`src/rtl/irrigation_sequencer.sv`:
```
// Irrigation sequencer: synchronises the raw sensor and switch pins, then runs a
// registered Moore FSM that drives the sprinkler valve, drip valve, fill pump and
// fault alarm. Outputs are decoded from the next state, so they change on the
// same edge as the state register.
`timescale 1ns/1ps

module irrigation_sequencer #(
   parameter int MIN_RUN      = 8,
   parameter int FILL_TIMEOUT = 64,
   parameter int CNT_W        = 8
) (
   input  logic       clk,
   input  logic       rst_n,
   input  logic       en,
   input  logic [2:0] tank_lvl,
   input  logic [1:0] soil_moist,
   input  logic       alarm_clr,
   output logic       valve_sprinkler,
   output logic       valve_drip,
   output logic       pump_fill,
   output logic       alarm,
   output logic [2:0] state
);

   typedef enum logic [2:0] {
      ST_IDLE     = 3'b000,
      ST_IRRIGATE = 3'b001,
      ST_FILL     = 3'b010,
      ST_FAULT    = 3'b011
   } state_t;

   localparam int SYNC_W = 7;
   localparam logic [CNT_W-1:0] RUN_LAST  = CNT_W'(MIN_RUN - 1);
   localparam logic [CNT_W-1:0] FILL_LAST = CNT_W'(FILL_TIMEOUT - 1);

   // Mode bit latched on IRRIGATE entry: 0 = sprinkler, 1 = drip.
   localparam logic MODE_SPRINKLER = 1'b0;
   localparam logic MODE_DRIP      = 1'b1;

   // ---------------------------------------------------------------------------
   // Input synchronisers: every asynchronous pin gets its own 2-flop chain.
   // ---------------------------------------------------------------------------
   logic [SYNC_W-1:0] raw_in;
   logic [SYNC_W-1:0] sync_out;

   assign raw_in = {alarm_clr, soil_moist, tank_lvl, en};

   genvar gi;
   generate
      for (gi = 0; gi < SYNC_W; gi++) begin : g_sync
         logic s1_reg;
         logic s2_reg;

         // Two-stage metastability filter for one input bit.
         always_ff @(posedge clk or negedge rst_n) begin
            if (!rst_n) begin
               s1_reg <= 1'b0;
               s2_reg <= 1'b0;
            end else begin
               s1_reg <= raw_in[gi];
               s2_reg <= s1_reg;
            end
         end

         assign sync_out[gi] = s2_reg;
      end
   endgenerate

   logic       en_s;
   logic [2:0] tank_s;
   logic [1:0] soil_s;
   logic       clr_s;

   assign en_s   = sync_out[0];
   assign tank_s = sync_out[3:1];
   assign soil_s = sync_out[5:4];
   assign clr_s  = sync_out[6];

   // ---------------------------------------------------------------------------
   // Sensor decode. Tank probes are thermometer coded; anything else means a
   // broken probe. Soil code 11 is likewise an invalid sensor reading.
   // ---------------------------------------------------------------------------
   logic tank_empty;
   logic tank_full;
   logic tank_bad;
   logic soil_bad;
   logic any_fault;

   assign tank_empty = (tank_s == 3'b000);
   assign tank_full  = (tank_s == 3'b111);
   assign tank_bad   = !(tank_empty || tank_full ||
                         (tank_s == 3'b001) || (tank_s == 3'b011));
   assign soil_bad   = (soil_s == 2'b11);
   assign any_fault  = tank_bad || soil_bad;

   // ---------------------------------------------------------------------------
   // State, counter and mode registers.
   // ---------------------------------------------------------------------------
   state_t           state_reg;
   state_t           state_next;
   logic [CNT_W-1:0] cnt_reg;
   logic [CNT_W-1:0] cnt_next;
   logic             mode_reg;
   logic             mode_next;
   logic             valve_sprinkler_reg;
   logic             valve_drip_reg;
   logic             pump_fill_reg;
   logic             alarm_reg;

   // Next-state logic. Priority: sensor fault, then enable off, then empty tank,
   // then the per-state normal transition.
   always_comb begin
      state_next = state_reg;
      cnt_next   = cnt_reg;
      mode_next  = mode_reg;

      case (state_reg)
         ST_IDLE: begin
            if (any_fault) begin
               state_next = ST_FAULT;
            end else if (!en_s) begin
               state_next = ST_IDLE;
            end else if (tank_empty) begin
               state_next = ST_FILL;
               cnt_next   = '0;
            end else if (soil_s == 2'b00) begin
               state_next = ST_IRRIGATE;
               mode_next  = MODE_SPRINKLER;
               cnt_next   = '0;
            end else if (soil_s == 2'b01) begin
               state_next = ST_IRRIGATE;
               mode_next  = MODE_DRIP;
               cnt_next   = '0;
            end
         end

         ST_IRRIGATE: begin
            if (any_fault) begin
               state_next = ST_FAULT;
            end else if (!en_s) begin
               state_next = ST_IDLE;
            end else if (tank_empty) begin
               // Refill takes precedence over the minimum run time.
               state_next = ST_FILL;
               cnt_next   = '0;
            end else if ((soil_s == 2'b10) && (cnt_reg == RUN_LAST)) begin
               state_next = ST_IDLE;
            end else if (cnt_reg != RUN_LAST) begin
               cnt_next = cnt_reg + 1'b1;
            end
         end

         ST_FILL: begin
            if (any_fault) begin
               state_next = ST_FAULT;
            end else if (!en_s) begin
               state_next = ST_IDLE;
            end else if (tank_full) begin
               state_next = ST_IDLE;
            end else if (cnt_reg == FILL_LAST) begin
               // Pump ran the full budget without reaching the top probe.
               state_next = ST_FAULT;
            end else begin
               cnt_next = cnt_reg + 1'b1;
            end
         end

         ST_FAULT: begin
            // Only an acknowledge with healthy sensors releases the alarm.
            if (clr_s && !any_fault) begin
               state_next = ST_IDLE;
            end
         end

         default: begin
            state_next = ST_IDLE;
         end
      endcase
   end

   // FSM register: state, counter, mode and the actuator outputs decoded from
   // the next state so they move on the same edge as the state code.
   always_ff @(posedge clk or negedge rst_n) begin
      if (!rst_n) begin
         state_reg           <= ST_IDLE;
         cnt_reg             <= '0;
         mode_reg            <= MODE_SPRINKLER;
         valve_sprinkler_reg <= 1'b0;
         valve_drip_reg      <= 1'b0;
         pump_fill_reg       <= 1'b0;
         alarm_reg           <= 1'b0;
      end else begin
         state_reg           <= state_next;
         cnt_reg             <= cnt_next;
         mode_reg            <= mode_next;
         valve_sprinkler_reg <= (state_next == ST_IRRIGATE) && (mode_next == MODE_SPRINKLER);
         valve_drip_reg      <= (state_next == ST_IRRIGATE) && (mode_next == MODE_DRIP);
         pump_fill_reg       <= (state_next == ST_FILL);
         alarm_reg           <= (state_next == ST_FAULT);
      end
   end

   assign valve_sprinkler = valve_sprinkler_reg;
   assign valve_drip      = valve_drip_reg;
   assign pump_fill       = pump_fill_reg;
   assign alarm           = alarm_reg;
   assign state           = state_reg;

endmodule
```
`config.mk`:
```
export PLATFORM = sky130hd
export DESIGN_NAME = irrigation_sequencer
export DESIGN_NICKNAME = d
export VERILOG_FILES = /design/src/rtl/irrigation_sequencer.sv
export SDC_FILE = /design/constraint.sdc
export NUM_CORES = 1
export LEC_CHECK = 0
export CAP_MARGIN = 20
export CORE_ASPECT_RATIO = 0.75
export CORE_UTILIZATION = 35
export CTS_CLUSTER_DIAMETER = 50
export DETAILED_ROUTE_END_ITERATION = 16
export DONT_BUFFER_PORTS = 1
export REMOVE_ABC_BUFFERS = 1
export SETUP_SLACK_MARGIN = 0.02
export SLEW_MARGIN = 40
export SYNTH_ARGS = -nofsm -noshare
export SYNTH_HDL_FRONTEND = slang
export SYNTH_SLANG_ARGS = --single-unit
```
`constraint.sdc`:
```
create_clock -name clk -period 3.84 [get_ports clk]
set_input_delay 0.96 -clock clk [delete_from_list [all_inputs] [get_ports clk]]
set_output_delay 0.96 -clock clk [all_outputs]
set_load 0.01 [all_outputs]
```
==> results of run 1 <==
per-layer routing:
metal | share of wire, % | vias up | wire [um] | global-route usage, %
met5 | 0 | - | 0 | 0
met4 | 0.88 | 0 | 22 | 5.88
met3 | 5.9 | 5 | 147 | 5.43
met2 | 40 | 28 | 1010 | 19.2
met1 | 53 | 458 | 1330 | 20.0
li1 | - | 423 | - | -
area by class of cell:
cell class              count  area [um2]
clock buffers               7        86.3
well taps                  50        62.6
inverters                   3        11.3
multi-input cells          77         528
flip-flops and latches     30         751
clock inverters             1        5.00
fillers                   337        2000
report_power, final:
part	total, mW	switching (mW)	internal, mW
Clock	0.253	0.109	0.144
Combinational	0.0557	0.0329	0.0228
Sequential	0.356	0.0199	0.336
Total	0.665	0.162	0.503
synthesized netlist by cell type, types with 2 or more instances:
cell type / number / share of area [%]
nor2_1: 7 / 2.0
buf_6: 2 / 1.7
o41ai_1: 2 / 1.3
inv_1: 3 / 0.86
nor2b_1: 6 / 2.9
o31ai_1: 6 / 3.4
nor4b_1: 2 / 1.3
o31ai_2: 4 / 3.8
nand2_1: 4 / 1.1
nand2b_1: 7 / 3.3
nand3_1: 6 / 2.3
o21ai_0: 7 / 2.7
and3_1: 4 / 1.9
nand4b_1: 3 / 2.0
dfrtp_1: 30 / 57
worst max-delay path, cell delays in order, from the launching register on:
cell and delay [ns]:
dfrtp_1 0.39, or3_4 0.41, a311o_1 0.33, a31o_1 0.30, or3_1 0.56, o31ai_2 0.26
through the flow:
step | hold slack, ns | utilization (%) | area [um2] | instances
3_5_place_dp | 0.335 | 39.3 | 1350 | 160
5_1_grt | 0.355 | 41.9 | 1440 | 168
2_1_floorplan | 0.331 | - | 1290 | 110
3_3_place_gp | 0.335 | 39.3 | 1350 | 160
6_report | 0.346 | 41.9 | 1440 | 168
4_1_cts | 0.348 | 41.9 | 1440 | 168
final timing paths:
check / start / to / slack [ns] / depth (start not counted)
max: g_sync[1].s2_reg / cnt_reg[7] / 1.49 / 5
min: g_sync[5].s1_reg / g_sync[5].s2_reg / 0.35 / 0
max reg2reg: g_sync[1].s2_reg / cnt_reg[7] / 1.49 / 5
min reg2reg: g_sync[5].s1_reg / g_sync[5].s2_reg / 0.35 / 0
max in group asynchronous: rst_n / g_sync[1].s2_reg / 3.39 / 0
min in group asynchronous: rst_n / cnt_reg[0] / 0.37 / 0
kinds of logic (layout without fill, tap and decap cells):
kind of cell | Yosys count | after routing | synth area share (%)
flip-flops | 30 | 30 | 57.0
AO/OA/AOI/OAI | 26 | 26 | 15.8
other | 1 | 1 | 0.285
adder cells (fa/ha/maj) | 1 | 1 | 0.950
buffers and inverters | 6 | 11 | 2.85
AND/OR/NAND/NOR | 48 | 48 | 22.2
multiplexers | 1 | 1 | 0.855
==> results.sh, run 1 <==
export IMPL_outcome="completed"
export IMPL_synth_area_mm2=0.00132
export IMPL_cts_buffers=5
export IMPL_totalWireLength_um=2510
export IMPL_cts_resized=0
export IMPL_peakVddDrop_v=0.000248
export IMPL_die_x_um=72.8
export IMPL_yosys_most_used_dff="dfrtp_1"
export IMPL_p_leak_nw=0.603
export IMPL_hpwlAfterDp_um=1760
export IMPL_maxSlewViolCount=0
export IMPL_grt_first_pass_wirelength_um=4040
export IMPL_cts_sinks=30
export IMPL_drt_initial_drc_count=48
export IMPL_cts_tree="yes"
export IMPL_timing_fmax_ghz=0.425
export IMPL_grt_start_max_net_pins=31
export IMPL_num_rows=18
export IMPL_viasPerCell=5.44
export IMPL_criticalPathCategory="register to register"
export IMPL_yosys_warnings=0
export IMPL_rsz0062_at_grt="no"
export IMPL_initial_core_util_pct=38.2
export IMPL_cts_setup_buffers=0
export IMPL_ys_seq_elements=30
export IMPL_hold_path_class="register to register"
export IMPL_dr_total_vias=914
export IMPL_ant_nets=0
export IMPL_cts_root_buf="clkbuf_8"
export IMPL_crit_path_end_kind="register"
export IMPL_largest_reg_flops=8
export IMPL_die_area_mm2=0.00401
export IMPL_ctsHoldBuffers=0
export IMPL_async_reset_ff_share_pct=100
export IMPL_finClkSkew_ns=0.00419
export IMPL_core_mm2=0.00345
export IMPL_place_worst_setup_slack_ns=1.50
export IMPL_synthDistinctLibCells=35
export IMPL_cp_arrival_ns=2.54
export IMPL_firstDrtPassIters=4
export IMPL_finalCriticalPeriod_ns=2.35
export IMPL_antenna_found_initial=0
export IMPL_final_common_cell="dfrtp_1"
export IMPL_drt_wirelength_per_cell_um=14.9
export IMPL_clkTransAtPathRegs_ns=0.06
export IMPL_dieHeight_um=55.1
export IMPL_htreeDepth=2
export IMPL_total_power_mw=0.665
export IMPL_fin_ws_ns=1.49
export IMPL_io_buffers=0
export IMPL_cts_buffer_depth=2
export IMPL_synth_edff_count=0
export IMPL_yosysSeqAreaShare_pct=57.0
export IMPL_drc_errors=0
export IMPL_cp_data_required_time_ns=4.03
export IMPL_syn_inst=113
export IMPL_final_nets=127
export IMPL_gp_congestion=0.878
export IMPL_critPathLaunchType="register"
export IMPL_finalSetupViolCount=0
export IMPL_avgSynthCellArea_um2=11.6
export IMPL_grt_overflow=0
export IMPL_syn_to_final_growth_pct=9.70
export IMPL_pin_count=16
export IMPL_fin_setup_tns_ns=0
export IMPL_insertion_delay_ns=0.28
export IMPL_hold_viol_final=0
export IMPL_grt_use_total_pct=14.2
export IMPL_fin_crit_sh_pct=61.2
export IMPL_final_cell_mix="30 x dfrtp_1, 7 x nand2b_1, 7 x o21ai_0, 7 x nor2_1"
export IMPL_num_antenna_cells=0
export IMPL_drive_gt1_share_pct=11.9
export IMPL_p_per_area_mw_per_mm2=461
export IMPL_tightest_slew_ns=0.707
export IMPL_relSlewSlack_pct=52.8
export IMPL_grt_pass1_vias=839
export IMPL_max_cap_violations=0
export IMPL_crit_fanout=10
No activity file was read; power rests on OpenSTA's default activity.
==> run 2: changes to the inputs <==
Clock period 3.84 ns to 1.9 ns, I/O delays scaled along.
==> run 2 against run 1 <==
The flow now finishes with violations (setup timing). Clock skew is 0.0041 ns higher. Worst hold slack worse by 0.33 ns. Critical path depth stayed put. Fmax is 18% higher. Die area stayed put. Register-to-register slack worse by 1.6 ns. Critical path type unchanged. Highest routed layer unchanged.
==> results.sh, run 2 (synthesized netlist as in run 1, its figures left out) <==
export IMPL_core_mm2=0.00345
export IMPL_peakVddDrop_v=0.000566
export IMPL_total_power_mw=1.45
export IMPL_syn_to_final_growth_pct=33.3
export IMPL_drc_errors=0
export IMPL_drt_wirelength_per_cell_um=15.7
export IMPL_crit_buf_inv=0
export IMPL_die_x_um=72.8
export IMPL_r2r_start="g_sync[1].s2_reg"
export IMPL_criticalPathCategory="register to register"
export IMPL_violations="setup timing"
export IMPL_cp_cell_sequence="or3_4, a311o_1, a31o_1, or3_4, o31ai_2"
export IMPL_cp_arrival_ns=2.19
export IMPL_fin_setup_tns_ns=-0.584
export IMPL_max_cap_violations=0
export IMPL_clkTransAtPathRegs_ns=0.06
export IMPL_crit_top_cell="or3_4"
export IMPL_firstDrtPassIters=4
export IMPL_final_common_cell="dfrtp_1"
export IMPL_gp_congestion=0.875
export IMPL_io_buffers=0
export IMPL_initial_core_util_pct=38.2
export IMPL_cts_sinks=30
export IMPL_timing_fmax_ghz=0.502
export IMPL_finalCriticalPeriod_ns=1.99
export IMPL_num_antenna_cells=0
export IMPL_die_area_mm2=0.00401
export IMPL_critPathLaunch="g_sync[1].s2_reg"
export IMPL_crit_path_end_kind="register"
export IMPL_insertion_delay_ns=0.28
export IMPL_cts_root_buf="clkbuf_8"
export IMPL_cp_data_required_time_ns=2.10
export IMPL_crit_slowest_cell="or3_4"
export IMPL_hold_viol_final=0
export IMPL_dieHeight_um=55.1
export IMPL_fin_ws_ns=-0.0902
export IMPL_cp_depth=5
export IMPL_r2r_slack_ns=-0.09
export IMPL_rr_endpoint="cnt_reg[5]"
export IMPL_dr_total_vias=1006
export IMPL_num_rows=18
export IMPL_grt_overflow=0
export IMPL_multi_input_area_um2=646
export IMPL_cp_endpoint="cnt_reg[5]"
export IMPL_final_cell_mix="30 x dfrtp_1, 23 x buf_4, 8 x o31ai_2, 7 x nand2b_1, 7 x nor2_1"
export IMPL_outcome="complete, but fails checks"
export IMPL_maxSlewViolCount=0
export IMPL_totalWireLength_um=3010
export IMPL_grt_pass1_vias=937
export IMPL_rsz0062_at_grt="yes"
export IMPL_htreeDepth=2
export IMPL_utilization_pct=50.9
export IMPL_rr_worst_depth=5
export IMPL_cts_buffer_depth=2
export IMPL_final_nets=151
export IMPL_critPathLaunchType="register"
export IMPL_crit_family="simple AND/OR/NAND/NOR gates"
export IMPL_p_per_area_mw_per_mm2=828
export IMPL_cts_buffers=5
export IMPL_grt_first_pass_wirelength_um=4440
export IMPL_finClkSkew_ns=0.00827
export IMPL_fin_crit_sh_pct=105
export IMPL_viasPerCell=5.24
export IMPL_grt_start_max_net_pins=31
export IMPL_antenna_found_initial=0
export IMPL_finalSetupViolCount=10
export IMPL_seq_area_um2=751
export IMPL_n_fill_cell=297
export IMPL_p_leak_nw=0.750
export IMPL_cpPeakStageDelay_ns=0.43
export IMPL_hpwlAfterDp_um=1920
export IMPL_hold_path_class="primary input to async pin"
export IMPL_crit_fanout=7
export IMPL_drive_gt1_share_pct=35.2
export IMPL_pin_count=16
export IMPL_cts_tree="yes"
export IMPL_ant_nets=0
export IMPL_grt_use_total_pct=16.0
export IMPL_cts_setup_buffers=0
export IMPL_largest_reg_flops=8
export IMPL_drt_initial_drc_count=60
[run 2: through the flow]
step	setup WS [ns]	std cells	hold slack (ns)	cell area, um2
final	-0.0902	192	0.0133	1750
after global placement	-0.198	183	0.180	1530
after floorplan	-0.241	110	0.179	1290
after global routing	-0.184	192	0.0139	1750
after CTS	-0.108	192	0.0106	1690
after detailed placement	-0.276	183	0.181	1530
[run 2: how the worst min path moves through the flow]
stage | end | slack, ns | cells after the start
floorplan | alarm | 0.18 | 0
global placement | g_sync[6].s1_reg | 0.18 | 0
detailed placement | clr_s | 0.18 | 0
CTS | g_sync[5].s2_reg | 0.01 | 1
global route | cnt_reg[0] | 0.01 | 1
finish | g_sync[5].s2_reg | 0.01 | 1
[run 2: layout make-up]
type / instances / share of cell area, %
clock inverter: 1 / 0.285
tap: 50 / 3.57
timing repair buffer: 24 / 11.0
clock buffer: 7 / 4.92
sequential: 30 / 42.8
inverter: 3 / 0.642
multi-input combinational: 77 / 36.8
[run 2: where the power goes]
part | internal, mW | switching [mW] | total, mW
clock | 0.291 | 0.233 | 0.524
combinational | 0.0966 | 0.121 | 0.218
sequential | 0.680 | 0.0299 | 0.710
[run 2: layer usage]
metal | GRT usage (%) | routed length (um) | share of wire [%]
met1 | 21.6 | 1400 | 47
met2 | 21.5 | 1400 | 46
met3 | 5.62 | 158 | 5.3
met4 | 10.8 | 53 | 1.8
met5 | 0 | 0 | 0
[run 2: timing repair]
| action | in CTS | in global routing |
|---|---|---|
| pin swaps | 4 | 2 |
| resized for setup | 8 | 11 |
| hold buffers | 1 | 0 |
| endpoints found under the hold margin | 30 | 0 |
| endpoints found under the setup margin | 12 | 12 |
==> run 3: changes to the inputs <==
--- a/config.mk
+++ b/config.mk
@@ -7,3 +7,2 @@
 export LEC_CHECK = 0
-export CAP_MARGIN = 20
 export CORE_ASPECT_RATIO = 0.75
==> constraint.sdc (replaced) <==
create_clock -name clk -period 1.9 [get_ports clk]
set_input_delay 0.38 -clock clk [delete_from_list [all_inputs] [get_ports clk]]
set_output_delay 0.38 -clock clk [all_outputs]
set_load 0.01 [all_outputs]
==> run 3 against run 2 <==
The run still ends with setup timing left. Clock skew stayed put. Final area is 0.57% higher. Fmax hardly changed. Largest cell class unchanged. Highest routed layer unchanged.
==> results.sh, run 3 (synthesized netlist as in run 1, its figures left out) <==
export IMPL_outcome="complete, but fails checks"
export IMPL_violations="setup timing"
export IMPL_totalWireLength_um=3010
export IMPL_swShare_pct=26.5
export IMPL_power_switching_mw=0.385
export IMPL_io_buffers=0
export IMPL_grt_pass1_vias=943
export IMPL_dieHeight_um=55.1
export IMPL_grt_first_pass_wirelength_um=4460
export IMPL_cts_setup_buffers=0
export IMPL_die_area_mm2=0.00401
export IMPL_largest_reg_flops=8
export IMPL_cp_data_required_time_ns=2.10
export IMPL_critPathLaunchType="register"
export IMPL_antenna_found_initial=0
export IMPL_fin_crit_sh_pct=105
export IMPL_htreeDepth=2
export IMPL_die_x_um=72.8
export IMPL_insertion_delay_ns=0.28
export IMPL_firstDrtPassIters=4
export IMPL_ant_nets=0
export IMPL_cts_sinks=30
export IMPL_seqPwrFrac_pct=48.8
export IMPL_crit_buf_inv=0
export IMPL_num_rows=18
export IMPL_pin_count=16
export IMPL_syn_to_final_growth_pct=34.0
export IMPL_drt_wirelength_per_cell_um=15.6
export IMPL_utilization_pct=51.2
export IMPL_whs_ns=0.123
export IMPL_grt_start_max_net_pins=31
export IMPL_place_area_mm2=0.00153
export IMPL_peakVddDrop_v=0.000574
export IMPL_viasPerCell=5.23
export IMPL_rsz0062_at_grt="yes"
export IMPL_fin_area_mm2=0.00176
export IMPL_crit_path_end_kind="register"
export IMPL_crit_family="simple AND/OR/NAND/NOR gates"
export IMPL_clockPowerShare_pct=36.1
export IMPL_final_cell_count_no_fill=193
export IMPL_cts_buffer_depth=2
export IMPL_hold_viol_final=0
export IMPL_cpPeakStageDelay_ns=0.43
export IMPL_grt_use_total_pct=16.0
export IMPL_final_cell_mix="30 x dfrtp_1, 23 x buf_4, 8 x o31ai_2, 7 x nand2b_1, 7 x nor2_1"
export IMPL_cts_tree="yes"
export IMPL_fin_ws_ns=-0.0903
export IMPL_maxSlewViolCount=0
export IMPL_core_mm2=0.00345
export IMPL_finalSetupViolCount=10
export IMPL_timing_fmax_ghz=0.502
export IMPL_cts_root_buf="clkbuf_8"
export IMPL_fin_setup_tns_ns=-0.584
export IMPL_n_fill_cell=296
export IMPL_final_common_cell="dfrtp_1"
export IMPL_final_nets=152
export IMPL_dr_total_vias=1009
export IMPL_hpwlAfterDp_um=1920
export IMPL_gp_congestion=0.875
export IMPL_p_leak_nw=0.754
export IMPL_multi_input_area_um2=646
export IMPL_num_antenna_cells=0
export IMPL_criticalPathCategory="register to register"
export IMPL_crit_fanout=7
export IMPL_finalCriticalPeriod_ns=1.99
export IMPL_grt_overflow=0
export IMPL_crit_top_cell="or3_4"
export IMPL_cp_cell_sequence="or3_4, a311o_1, a31o_1, or3_4, o31ai_2"
export IMPL_crit_slowest_cell="or3_4"
export IMPL_cts_buffers=5
export IMPL_place_inst=183
export IMPL_hold_path_class="primary input to register"
export IMPL_max_cap_violations=0
export IMPL_drive_gt1_share_pct=35.0
export IMPL_drc_errors=0
export IMPL_finClkSkew_ns=0.00827
export IMPL_drt_initial_drc_count=64
export IMPL_cellInternalPower_mw=1.07
export IMPL_seq_area_um2=751
export IMPL_comb_power_share_pct=15.1
export IMPL_initial_core_util_pct=38.2
export IMPL_clkTransAtPathRegs_ns=0.06
export IMPL_p_per_area_mw_per_mm2=824
export IMPL_total_power_mw=1.45
export IMPL_cp_arrival_ns=2.19
export IMPL_place_worst_setup_slack_ns=-0.276
==> run 3: cell types whose count changed in the layout (fill, tap and decap cells not counted), sizes merged <==
cell and change:
dlygate4sd3 +1
==> run 3: routing by layer <==
layer	share of wire, %	wire length [um]	GRT usage, %
met1	47	1400	21.6
met2	46	1400	21.5
met3	5.3	158	5.62
met4	1.8	53	10.8
met5	0	0	0
==> run 3: path summary, 6_finish.rpt <==
| kind | start | slack (ns) | end | cells after the start |
|---|---|---|---|---|
| min | en | 0.12 | g_sync[0].s1_reg | 0 |
| max reg2reg | g_sync[1].s2_reg | -0.09 | cnt_reg[5] | 5 |
| max in group asynchronous | rst_n | 1.20 | g_sync[4].s2_reg | 2 |
| min in group asynchronous | rst_n | 0.54 | g_sync[5].s2_reg | 2 |
| min reg2reg | g_sync[5].s1_reg | 0.34 | g_sync[5].s2_reg | 0 |
| max | g_sync[1].s2_reg | -0.09 | cnt_reg[5] | 5 |
==> run 3: cell type report <==
cell class                      instances  area share [%]
Clock inverter                          1           0.284
Tap cell                               50            3.55
Clock buffer                            7            4.89
Sequential cell                        30            42.6
Timing Repair Buffer                   25            11.5
Inverter                                3           0.638
Multi-Input combinational cell         77            36.6
==> run 3: repair_timing <==
action / CTS / global route
hold buffers: 2 / 0
pin swaps: 4 / 2
resized for setup: 8 / 11
endpoints found under the hold margin: 30 / 0
endpoints found under the setup margin: 12 / 12
==> run 3: power by group through the flow <==
stage / registers, mW / logic (mW) / clock network (mW)
detailed placement: 0.722 / 0.167 / 0
CTS: 0.711 / 0.200 / 0.539
floorplan: 0.719 / 0.0886 / 0
global route: 0.716 / 0.241 / 0.564
finish: 0.710 / 0.220 / 0.524
global placement: 0.719 / 0.161 / 0
==> edit 1 (flow settings as in run 1) <==
`CNT_W`: 8 -> 12.
--- a/src/rtl/irrigation_sequencer.sv
+++ b/src/rtl/irrigation_sequencer.sv
@@ -8,5 +8,5 @@
    parameter int MIN_RUN      = 8,
    parameter int FILL_TIMEOUT = 64,
-   parameter int CNT_W        = 8
+   parameter int CNT_W        = 12
 ) (
    input  logic       clk,
Function: no difference found for any inputs over 10 cycles, from zero or initial values and one cycle with rst_n low; that may be too few to reach the edited logic, so the function may still have changed.
==> edit 1 against run 1 <==
  * Critical path depth increased by 1
  * Sequential cell count increased by 4
  * Core utilization decreased by 0.96 points
  * Worst setup slack got worse by 0.21 ns
  * Count of clock-buffer cells in the layout increased by 1
  * Design area increased by 17%
  * Synthesized area increased by 17%
  * First-iteration DRC count increased by 130%
  * Routed wire length increased by 12%
  * Hold slack got worse by 0.0020 ns
  * Clock skew increased by 0.0015 ns
  * Power increased by 12%
==> edit 1: results (changes against run 1) <==
status: finished clean
DR WL/cell: 14.1 um (-5.7%)
fillers: 396 (+18%)
share of layout cells above drive strength 1: 10.3% (-1.5 points)
port bufs: 0 (unchanged)
Yosys warnings: 0 (unchanged)
post-DP HPWL: 2.01 mm (+15%)
minimum clock period: 2.56 ns (+0.213 ns)
CP max stage delay: 0.58 ns (+0.02 ns)
logic gate share of total power: 6.8% (-1.6 points)
Cell variety after synth: 40 (+14%)
Hold EP: en_s$_DFF_PN0_
initial DRC count: 111 (+130%)
Via-to-Cell Ratio: 5.64 (+3.7%)
CP arrival: 2.73 ns (+0.19 ns)
clk_skew: 0.00565 ns (+0.00145 ns)
top post-synthesis cells by count: dfrtp_1 (34), o31ai_1 (16), nor2_1 (14), a21oi_1 (7), nand3_1 (6)
max FFs per register: 12 (+4)
hold path start: g_sync[0].s1_reg$_DFF_PN0_
startpoint types: register
vias in the first global route: 1087 (+30%)
CP max FO: 14 (+4)
met2 wire len: 1.22 mm (+21%)
pre-CTS WS: 1.29 ns (-0.208 ns)
Sequential Area: 851 um2 (+13%)
worst r2r src: cnt_reg[0]$_DFFE_PN0P_
largest net degree at the start of global routing: 35 (+13%)
met3 routed WL: 157 um (+6.8%)
nets: 154 (+21%)
register area share after synthesis: 55.5% (-1.6 points)
Peak VDD IR: 0.217 mV (-12%)
non-filler instance count after layout: 200 (+19%)
first-pass GRT wire length: 4.91 mm (+21%)
Lkg Pwr: 0.705 nW (+17%)
hold crit path type: reg2reg
Max-slew headroom: 58.8% (+6.0 points)
Area contributors post-synth: dfrtp_1 (55%), o31ai_1 (7.8%), nor2_1 (3.4%)
grt met1 use: 19.8% (-0.26 points)
drt pass-1 iters: 5 (+1)
met2 Use GR: 19.7% (+0.52 points)
clk buf depth: 2 (unchanged)
DP Cell Count: 192 (+20%)
P_sw: 166 uW (+2.2%)
Final Wtd Congestion: 0.818 (-6.8%)
Total GRT Usage: 13.7% (-0.42 points)
Routed met1 length: 1.42 mm (+6.7%)
Min Hold Slack: 0.344 ns (-0.00195 ns)
Mapped Avg Cell Area: 10.7 um2 (-7.9%)
DP Area: 1580 um2 (+16%)
GRT met3 Usage: 3.38% (-2.1 points)
FF-to-FF path depth: 6 (+1)
switch share: 22.3% (-2.1 points)
Flop pwr share: 53.2% (-0.3 points)
edit 1: changes by cell type in the layout (fill, tap and decap cells not counted), sizes merged, moves of 4 or more:
cell / run 1 / this run
a31oi: 0 / 4
nor2: 7 / 14
dfrtp: 30 / 34
nand4: 0 / 4
nand2b: 7 / 2
o31ai: 10 / 16
a21oi: 0 / 7
edit 1: final cells by class:
cell class / count / share of cell area, %
repair buffers: 1 / 0.444
multi-input cells: 98 / 37.7
well taps: 55 / 4.07
flip-flops and latches: 34 / 50.3
clock buffers: 8 / 6.51
inverters: 4 / 0.888
edit 1: cells by family (layout without fill, tap and decap cells):
group                    Yosys count  in the layout  share of synthesized area [%]
AND/OR/NAND/NOR                   53             53                           19.3
AO/OA/AOI/OAI                     42             42                           20.1
flip-flops                        34             34                           55.5
buffers and inverters             11             13                           3.34
adder cells (fa/ha/maj)            1              1                          0.816
other                              1              1                          0.244
multiplexers                       1              1                          0.653
==> edit 2 (flow settings as in run 1) <==
Made on the original files. Register the output `alarm` once more, with the module's reset; this adds one clock of latency there. The other outputs are not delayed to match.
--- a/src/rtl/irrigation_sequencer.sv
+++ b/src/rtl/irrigation_sequencer.sv
@@ -204,5 +204,11 @@
    assign valve_drip      = valve_drip_reg;
    assign pump_fill       = pump_fill_reg;
-   assign alarm           = alarm_reg;
+   always_ff @(posedge clk or negedge rst_n) begin
+      if (!rst_n) begin
+         alarm <= '0;
+      end else begin
+         alarm <= alarm_reg;
+      end
+   end
    assign state           = state_reg;
 
Formal check against the unedited RTL: not equivalent (Yosys sat finds a counterexample within 4 cycles, from zero or initial values and one cycle with rst_n low).
==> edit 2 against run 1 <==
  * Synthesized area up 4.7%
  * Sequential cell count up 1
  * Core utilization down 1.2 points
  * Power up 1.9%
  * Largest cell class unchanged
  * Combinational power up 3%
  * Largest power group unchanged
  * Design area up 4.6%
  * Worst setup slack worse by 0.013 ns
  * Routed wire length up 1.0%
==> edit 2: results (changes against run 1) <==
status: finished clean
share of layout cells above drive strength 1: 16.0% (+4.1 points)
Final Wtd Congestion: 0.756 (-14%)
Max-slew headroom: 53.4% (+0.60 points)
Top FF cell, synth: dfrtp_1
nets: 129 (+1.6%)
asr flop ratio synth: 100% (unchanged)
vias in the first global route: 881 (+5.0%)
hold crit path type: reg2reg
FF-to-FF path depth: 6 (+1)
setup violators final: 0 (unchanged)
Total GRT Usage: 14.1% (-0.056 points)
total number of vias: 921 (+0.77%)
CP max FO: 8 (-2)
pre-CTS WS: 1.58 ns (+0.0796 ns)
top post-synthesis cells by count: dfrtp_1 (31), nor2b_1 (9), nand3_1 (6), o41ai_2 (6)
clk_skew: 0.00489 ns (+0.000700 ns)
Lkg Pwr: 0.654 nW (+8.5%)
Peak VDD IR: 0.196 mV (-21%)
Worst-path clk slew: 0.06 ns (about the same)
post-CTS setup buffers: 0 (unchanged)
final wirelength: 2.54 mm (+1.0%)
Cell variety after synth: 37 (+5.7%)
initial DRC count: 109 (+130%)
Clock Latency Late Sink: 0.28 ns (about the same)
max FFs per register: 8 (unchanged)
fillers: 351 (+4.2%)
diode count: 0 (unchanged)
post-CTS resize count: 0 (unchanged)
first-pass GRT wire length: 4.22 mm (+4.4%)
Area contributors post-synth: dfrtp_1 (56%), o41ai_2 (7.1%), nor2b_1 (4.1%)
htree depth: 2 (unchanged)
CP arrival: 2.51 ns (-0.03 ns)
largest net degree at the start of global routing: 32 (+3.2%)
register area share after synthesis: 56.3% (-0.72 points)
post-DP HPWL: 1.75 mm (-0.17%)
==> edit 2: cell count changes in the layout (fill, tap and decap cells not counted), sizes merged, moves of 2 or more <==
cell    before  now
a21oi        0    4
and3         4    2
inv          3    5
nand2        4    2
nand2b       7    3
nand4b       3    1
nor2         7    5
nor2b        6    9
nor4         1    4
o21ai        7    5
o31ai       10    3
o41ai        2    6
or4b         0    3
==> edit 2: cell type report <==
cell class,instances,area [um2],share of cell area (%)
flip-flops and latches,31,776,51.4
well taps,52,65.1,4.31
clock inverters,1,5.00,0.331
clock buffers,6,82.6,5.47
inverters,5,18.8,1.24
multi-input cells,76,563,37.3
==> edit 2: worst max-delay path, stage by stage (launching register included) <==
cell      delay [ns]
dfrtp_1         0.41
ha_1            0.29
and4bb_2        0.31
nand2_1         0.06
nor4_1          0.54
or2_1           0.48
o41ai_2         0.14
==> edit 2: metal layers <==
| layer | GRT usage (%) | wire, um | vias to the layer above |
|---|---|---|---|
| met5 | 0 | 0 | - |
| met4 | 7.28 | 56 | 0 |
| met3 | 5.39 | 146 | 8 |
| met2 | 18.0 | 1070 | 26 |
| met1 | 20.3 | 1270 | 453 |
| li1 | - | - | 434 |
==> edit 2: where the power goes <==
part | internal (mW) | leakage [nW] | total, mW | switching (mW)
Clock | 0.140 | 0.0470 | 0.249 | 0.109
Sequential | 0.348 | 0.390 | 0.372 | 0.0235
Combinational | 0.0246 | 0.218 | 0.0573 | 0.0327
==> edit 2: worst paths after layout <==
kind	start	to	slack (ns)
max reg2reg	cnt_reg[0]$_DFFE_PN0P_	cnt_reg[6]$_DFFE_PN0P_	1.48
max	cnt_reg[0]$_DFFE_PN0P_	cnt_reg[6]$_DFFE_PN0P_	1.48
min reg2reg	g_sync[1].s1_reg$_DFF_PN0_	g_sync[1].s2_reg$_DFF_PN0_	0.35
max in group asynchronous	rst_n	g_sync[1].s1_reg$_DFF_PN0_	3.39
min in group asynchronous	rst_n	cnt_reg[5]$_DFFE_PN0P_	0.37
min	g_sync[1].s1_reg$_DFF_PN0_	g_sync[1].s2_reg$_DFF_PN0_	0.35
==> edit 2: kinds of logic after synthesis <==
kind of cell | share of synthesized area, %
and+or+nand+nor | 21.8
DFF | 56.3
AOI/OAI and AO/OA | 17.2
buffers and inverters | 2.82
muxes | 0.727
adders and majority gates | 0.908
other | 0.272
==> edit 2: through the flow <==
| stage | cell area [um2] | std cells | utilization [%] |
|---|---|---|---|
| floorplan | 1360 | 112 | - |
| global placement | 1420 | 164 | 38.4 |
| detailed placement | 1420 | 164 | 38.4 |
| CTS | 1510 | 171 | 40.7 |
| global route | 1510 | 171 | 40.7 |
| finish | 1510 | 171 | 40.7 |
